### src/rtl/hazard_stall_ctrl.sv
// Pipeline stall/flush controller: start sequencing, load-use bubbles, taken-branch
// flush, multi-cycle data-memory hold, and a saturating stall-cycle counter.
module hazard_stall_ctrl #(
   parameter int MEM_LAT = 4,
   parameter int CNT_W   = 32
) (
   input  logic             clk_i,
   input  logic             rst_i,
   input  logic             start_i,
   input  logic [4:0]       id_rs1_i,
   input  logic [4:0]       id_rs2_i,
   input  logic             ex_memread_i,
   input  logic [4:0]       ex_rd_i,
   input  logic             id_branch_taken_i,
   input  logic             mem_req_i,
   output logic             pc_write_o,
   output logic             ifid_stall_o,
   output logic             ifid_flush_o,
   output logic             idex_flush_o,
   output logic             pipe_hold_o,
   output logic [CNT_W-1:0] stall_cnt_o
);

   typedef enum logic [1:0] {IDLE, RUN, MEMWAIT, MEMDONE} state_t;

   // The RUN cycle that sees mem_req_i is the first hold cycle, so MEMWAIT covers MEM_LAT-1.
   localparam logic [7:0] LAT_RELOAD = (MEM_LAT >= 2) ? 8'(MEM_LAT - 2) : 8'd0;

   state_t           r_state;
   logic [7:0]       r_cnt;
   logic [CNT_W-1:0] r_stall_cnt;
   logic             w_hold;
   logic             w_load_use;

   assign w_hold     = (r_state == MEMWAIT) || ((r_state == RUN) && mem_req_i);
   assign w_load_use = ex_memread_i && (ex_rd_i != 5'd0) &&
                       ((ex_rd_i == id_rs1_i) || (ex_rd_i == id_rs2_i));

   always_comb begin
      pc_write_o   = 1'b1;
      ifid_stall_o = 1'b0;
      ifid_flush_o = 1'b0;
      idex_flush_o = 1'b0;
      pipe_hold_o  = 1'b0;
      if (r_state == IDLE) begin
         pc_write_o   = 1'b0;
         ifid_stall_o = 1'b1;
         pipe_hold_o  = 1'b1;
      end else if (w_hold) begin
         pc_write_o   = 1'b0;
         ifid_stall_o = 1'b1;
         pipe_hold_o  = 1'b1;
      end else if (w_load_use) begin
         // Branch operands depend on the load, so the branch waits for the retry.
         pc_write_o   = 1'b0;
         ifid_stall_o = 1'b1;
         idex_flush_o = 1'b1;
      end else if (id_branch_taken_i) begin
         ifid_flush_o = 1'b1;
      end
   end

   always_ff @(posedge clk_i or posedge rst_i) begin
      if (rst_i) begin
         r_state <= IDLE;
         r_cnt   <= 8'd0;
      end else begin
         case (r_state)
            IDLE: if (start_i) r_state <= RUN;
            RUN: if (mem_req_i) begin
               if (MEM_LAT >= 2) begin
                  r_state <= MEMWAIT;
                  r_cnt   <= LAT_RELOAD;
               end else begin
                  r_state <= MEMDONE;
               end
            end
            MEMWAIT: if (r_cnt == 8'd0) r_state <= MEMDONE;
                     else r_cnt <= r_cnt - 8'd1;
            MEMDONE: r_state <= RUN;
            default: r_state <= IDLE;
         endcase
      end
   end

   always_ff @(posedge clk_i or posedge rst_i) begin
      if (rst_i)
         r_stall_cnt <= '0;
      else if ((r_state != IDLE) && !pc_write_o && (r_stall_cnt != '1))
         r_stall_cnt <= r_stall_cnt + 1'b1;
   end

   assign stall_cnt_o = r_stall_cnt;

endmodule

### config.mk
export PLATFORM = sky130hd
export DESIGN_NAME = hazard_stall_ctrl
export DESIGN_NICKNAME = d
export VERILOG_FILES = /design/src/rtl/hazard_stall_ctrl.sv
export SDC_FILE = /design/constraint.sdc
export NUM_CORES = 1
export LEC_CHECK = 0
export CAP_MARGIN = 20
export CORE_MARGIN = 4
export CORE_UTILIZATION = 49
export CTS_CLUSTER_SIZE = 30
export DETAILED_ROUTE_END_ITERATION = 16
export MAX_ROUTING_LAYER = met4
export PLACE_DENSITY = 0.84
export SYNTH_ARGS = -nofsm -noshare
export SYNTH_HDL_FRONTEND = slang
export SYNTH_SLANG_ARGS = --single-unit
### constraint.sdc
create_clock -name clk_i -period 2.4 [get_ports clk_i]
set_clock_uncertainty 0.1 [all_clocks]
set_input_delay 0.48 -clock clk_i [delete_from_list [all_inputs] [get_ports clk_i]]
set_output_delay 0.48 -clock clk_i [all_outputs]
set_load 0.005 [all_outputs]
=== Yosys cells after proc, flatten, opt, wreduce, memory -nomap -nowiden ===
Cells that the tools add are included.

* Register bits: 42
* Output and inout port bits: 37

* $add $sub $neg: 2
* Equality and inequality tests: 10
* Muxes and demuxes: 21
* Reductions and logical operators: 15

{| class="wikitable"
|+ Operators with widths
! kind !! number
|-
| adder 32 x 1 -> 32 bit (second input constant) || 1
|-
| != test 32 bit (second input constant) || 1
|-
| 2-to-1 mux 8 bit || 2
|-
| case mux 8 bit (2 select lines) || 1
|-
| 2-to-1 mux 1 bit || 14
|-
| equality test 5 bit || 2
|-
| zero test 8 bit || 1
|-
| case mux 2 bit (4 select lines) || 1
|-
| subtractor 8 x 1 -> 8 bit (second input constant) || 1
|-
| 2-to-1 mux 2 bit || 3
|-
| != test 2 bit (second input constant) || 3
|-
| AND reduction 3 bit || 2
|-
| logical AND 1 bit || 5
|-
| nonzero test 5 bit || 1
|-
| equality test 2 bit (second input constant) || 2
|-
| nonzero test 2 bit || 2
|-
| equality test 2 x 1 -> 1 bit (second input constant) || 1
|-
| zero test 2 bit || 1
|-
| logical OR 1 bit || 2
|-
| != test 2 x 1 -> 1 bit (second input constant) || 1
|-
| zero test 1 bit || 1
|}

=== Longest topological paths before layout ===
* Depth in word-level cells: 9
* Gate-level depth with buffers: 9
* Gate-level depth less buffers: 8

=== Least setup slack after synthesis ===
Ideal clock, no wire load.

* Kind: input to register
* Start point: input ex_rd_i[1]
* End point: register r_stall_cnt[18] (netlist: stall_cnt_o[18])
* Setup time: 0.138 ns
* Arrival: 1.936 ns
* Required time: 2.162 ns
* Setup slack: 0.226 ns
* Cell stages on the path: 7
* Path buffers: 1
* Cell sequence: or4_1 o21ai_0 nor2_1 a22oi_2 buf_2 nor4_1 xor2_1

* Word-level cells in the longest chain between the ends: 9
* Elaborated cells between the ends (all ways): 12

{| class="wikitable"
|+ Ends and longest elaborated chain
! element !! RTL line !! source
|-
| start: declaration || 13 || <nowiki>input logic [4:0] ex_rd_i,</nowiki>
|-
| equality test 5 bit or nonzero test 5 bit (tied branches) || 37, 36 ||
|-
| logical OR 1 bit or logical AND 1 bit (tied branches) || 37, 36 ||
|-
| logical AND 1 bit (*) || 36 || <nowiki>assign w_load_use = ex_memread_i && (ex_rd_i != 5'd0) &&</nowiki>
|-
| 2-to-1 mux 1 bit (*) || 53 || <nowiki>end else if (w_load_use) begin</nowiki>
|-
| 2-to-1 mux 1 bit (*) || 49 || <nowiki>end else if (w_hold) begin</nowiki>
|-
| 2-to-1 mux 1 bit (*) || 45 || <nowiki>if (r_state == IDLE) begin</nowiki>
|-
| zero test 1 bit (*) || 89 || <nowiki>else if ((r_state != IDLE) && !pc_write_o && (r_stall_cnt != '1))</nowiki>
|-
| logical AND 1 bit (*) (2 in a row) || 89 ||
|-
| end signal: assignment || 90 || <nowiki>r_stall_cnt <= r_stall_cnt + 1'b1;</nowiki>
|-
| end: declaration || 31 || <nowiki>logic [CNT_W-1:0] r_stall_cnt;</nowiki>
|}

Mark *: on every way between the ends. The rest lies on a longest branch, timed or not.
A chain may end at the register's enable or synchronous reset.

=== Final worst setup path ===
* Start point: input ex_rd_i[2]
* End point: output ifid_flush_o

* Word-level cells in the longest chain between the ends: 6
* Elaborated cells between the ends (all ways): 9

{| class="wikitable"
|+ Ends and longest elaborated chain
! element !! RTL line !! source
|-
| equality test 5 bit or nonzero test 5 bit (tied branches) || 37, 36 ||
|-
| logical OR 1 bit or logical AND 1 bit (tied branches) || 37, 36 ||
|-
| logical AND 1 bit (*) || 36 ||
|-
| 2-to-1 mux 1 bit (*) || 53 ||
|-
| 2-to-1 mux 1 bit (*) || 49 ||
|-
| 2-to-1 mux 1 bit (*) || 45 ||
|-
| end: declaration || 18 || <nowiki>output logic ifid_flush_o,</nowiki>
|}

Marked as above.

==> implementation parameters <==
Parameter                              Value

Timing
  Maximum frequency from static timing analysis    0.424 GHz
  Final count of pins violating max slew    0
  Setup-failing EPs final    0
  Hold violation total from the final report    0
  Worst slew margin relative to its limit    65.2%
  Clock period minus worst slack    2.36 ns
  Slew @ Worst Pin    0.521 ns
  Fraction of the cycle the final worst path needs    98.2%
  Worst path setup slack after routing    0.0436 ns
  Unrepaired setup endpoints after global routing    false

Synth
  Warning count from the yosys run    0
  Sequential cell area fraction in the yosys report    44.7%
  Post-Syn Area per Cell    10.1 um2
  Arithmetic-cell share of the synthesized area counting full adders, half adders and majority gates    3.19%
  XOR/XNOR Fraction of Synth Area    17.5%
  Largest family of logic cells by synthesized area    simple AND/OR/NAND/NOR gates
  Netlist area before placement    2350 um2
  EDFF count, synth    0
  Cells after Synth    234
  Number of flip-flops and latches in the synthesized netlist    42
  Simple-gate share of the synthesized area    27.0%
  Multiplexer share of the synthesized area    0.957%
  Post-synthesis async set-or-reset flop share    100%
  Prevailing post-synth register cell    sky130_fd_sc_hd__dfrtp_1
  Fraction of the mapped netlist area in compound gates    3.78%
  Synth Net Count    261
  Distinct cell type count after synthesis    35

Floorplan
  Placeable core region    4500 um2
  Initial Utilization    52.2%
  Die ar.    5970 um2
  Die outline width    77.3 um
  Die height    77.3 um
  Top-level port count    58
  Number of rows in the core area    24

CTS
  Clock buffer count from CTS    5
  Number of sinks on the clock net    42
  Clock transition at the registers of the reported paths    0.08 ns
  Depth of the CTS H-tree    2
  TritonCTS clock tree    built
  Buffer levels on the longest clock path    2
  Buffer cell driving the clock tree root    sky130_fd_sc_hd__clkbuf_8
  Clock insertion delay at the later pin of the skew report    0.30 ns

Outcome
  Result of the run    completed

Cells and area
  Fraction of layout instances using a drive strength above 1    20.5%
  Post-route cell area    3260 um2
  Post-synthesis to final-layout area growth    38.5%
  Diode count    0
  Final net count    343

Global routing
  GRT Util Overall    19.5%
  Global-route wire length before repair    9270 um
  GRT overflow    0
  Number of global-route vias before repair    2027
  Number of antenna violations at the first check in global routing    0
  Pin count of the biggest net entering global routing    43

Critical path
  Register-to-Register Setup Slack    0.22 ns
  CP max stage cell    sky130_fd_sc_hd__or4_4
  Sequence of cells on the critical path    buf_2 -> or4_4 -> o21ai_4 -> nand2b_4 -> buf_6 -> and3_4 -> buf_2
  Most frequent CP cell    sky130_fd_sc_hd__buf_2
  Crit path launch type    input port
  Start of the worst register-to-register path    r_cnt[5]
  Crit Path Category    in2out
  Worst Setup End Kind    primary output
  Largest driver fanout on the critical path    2
  Crit path required time    1.82 ns
  Critical Path Max Stage Delay    0.54 ns
  Launch point of the worst path    ex_rd_i[2]
  WP data arrival    1.78 ns

Pwr
  Power per cell area    771 nW/um2
  Static Leak    0.00154 uW
  Peak VDD IR    756 uV

Routing
  Pre-Repair DR Iteration Count    4
  Per-cell via count in the routed design    5.43
  Post-Route WL    5320 um
  Vias after detailed routing    2004
  Residual antenna-violating net count after detailed routing    0
  First-iteration detailed-routing DRC count    77
  Wirelength per Cell    14.4 um
  DR DRC count    0

Placed design
  Post-Place Worst Slack    -0.659 ns
  Post-Place Cell Area    3110 um2
  Number of input and output port buffers inserted    57
  Placer congestion estimate    0.837
  Dpl hpwl    3920 um

Run
  Total of max-cap violations    0

Min path
  Classification of the worst-slack hold path    reg2reg
  Startpoint of the lowest-slack hold path    stall_cnt_o[31]
-- area by class of cell --
cell class / count / area [um2]
Clock buffer: 6 / 82.6
Inverter: 12 / 45.0
Multi-Input combinational cell: 175 / 1300
Timing Repair Buffer: 80 / 704
Clock inverter: 2 / 12.5
Fill cell: 344 / 1250
Sequential cell: 42 / 1050
Tap cell: 52 / 65.1
-- cell usage after synthesis, types with 3 or more instances --
| master | n | area (um2) |
|---|---|---|
| sky130_fd_sc_hd__and3_1 | 7 | 43.8 |
| sky130_fd_sc_hd__buf_2 | 4 | 20.0 |
| sky130_fd_sc_hd__dfrtp_1 | 42 | 1050 |
| sky130_fd_sc_hd__ha_1 | 6 | 75.1 |
| sky130_fd_sc_hd__inv_1 | 12 | 45.0 |
| sky130_fd_sc_hd__nand2_1 | 20 | 75.1 |
| sky130_fd_sc_hd__nand2b_1 | 3 | 18.8 |
| sky130_fd_sc_hd__nand3_1 | 12 | 60.1 |
| sky130_fd_sc_hd__nand4_1 | 15 | 93.8 |
| sky130_fd_sc_hd__nor2_1 | 19 | 71.3 |
| sky130_fd_sc_hd__nor3_1 | 8 | 40.0 |
| sky130_fd_sc_hd__nor4_1 | 7 | 43.8 |
| sky130_fd_sc_hd__o21ai_0 | 5 | 25.0 |
| sky130_fd_sc_hd__xnor2_1 | 29 | 254 |
| sky130_fd_sc_hd__xor2_1 | 18 | 158 |
-- worst max-delay path, delay by kind of cell --
family,cells,cell delay (ns)
compound gates,1,0.15
buf+inv,3,0.30
simple gates,3,0.84
-- cells by family after synthesis --
group	after synthesis
compound gates	12
flops	42
fa+ha+maj	6
buf+inv	17
mux	2
xor+xnor	47
simple gates	108
-- where the power goes --
group,switching [uW],internal (uW)
Clock,243,231
Sequential,132,827
Combinational,529,550
-- through the flow --
stage | TNS, ns | util [%] | cells | total power, uW | hold slack, ns
6_report | 0 | 72.3 | 369 | 2510 | 0.396
5_1_grt | 0 | 72.3 | 369 | 2700 | 0.424
4_1_cts | 0 | 72.1 | 369 | 2510 | 0.396
3_5_place_dp | -9.64 | 69.1 | 356 | 2010 | 0.385
3_3_place_gp | -8.28 | 69.1 | 356 | 1980 | 0.380
2_1_floorplan | 0 | - | 234 | 1540 | 0.378
-- sequential cells by signal, indices dropped and copies added, names as in the netlist --
| name | flops |
|---|---|
| stall_cnt_o | 32 |
| r_cnt | 8 |
| r_state | 2 |
-- final timing paths --
check,depth (start not counted),end
worst max-delay path,7,ifid_flush_o
worst min-delay path,1,stall_cnt_o[31]
worst max register to register,6,r_cnt[4]
worst min register to register,1,stall_cnt_o[31]
max in group asynchronous,3,stall_cnt_o[19]
min in group asynchronous,3,r_cnt[1]
-- routing by layer --
| metal | up-vias | part of all wire (%) | global-route usage, % |
|---|---|---|---|
| met5 | - | 0 | - |
| met4 | 0 | 1.5 | 5.87 |
| met3 | 8 | 4.7 | 4.68 |
| met2 | 60 | 47 | 30.0 |
| met1 | 958 | 47 | 25.5 |
| li1 | 978 | - | - |
-- timing repair --
item | 4_1_cts | 5_1_grt
pin swaps | 13 | 3
hold buffers | 0 | 0
endpoints found under the setup margin | 5 | 5
resized for setup | 51 | 8
buffers inserted | 5 | 0
hold endpoints to repair | 0 | 0
-- placed cells by master, fill, tap and decap left out, types with 4 or more instances in the layout --
cell	synthesis	layout
sky130_fd_sc_hd__dfrtp_1	42	42
sky130_fd_sc_hd__nand4_1	15	15
sky130_fd_sc_hd__xor2_1	18	18
sky130_fd_sc_hd__clkdlybuf4s50_1	0	37
sky130_fd_sc_hd__and3_1	7	6
sky130_fd_sc_hd__nor4_1	7	7
sky130_fd_sc_hd__nand3_1	12	12
sky130_fd_sc_hd__buf_2	4	6
sky130_fd_sc_hd__xnor2_1	29	28
sky130_fd_sc_hd__inv_1	12	12
sky130_fd_sc_hd__buf_4	0	21
sky130_fd_sc_hd__nand2_1	20	19
sky130_fd_sc_hd__clkbuf_8	0	6
sky130_fd_sc_hd__ha_1	6	4
sky130_fd_sc_hd__o21ai_0	5	4
sky130_fd_sc_hd__nor3_1	8	8
sky130_fd_sc_hd__nor2_1	19	17
sky130_fd_sc_hd__dlygate4sd2_1	0	10
Note: power is estimated with default switching activity, not from simulation.
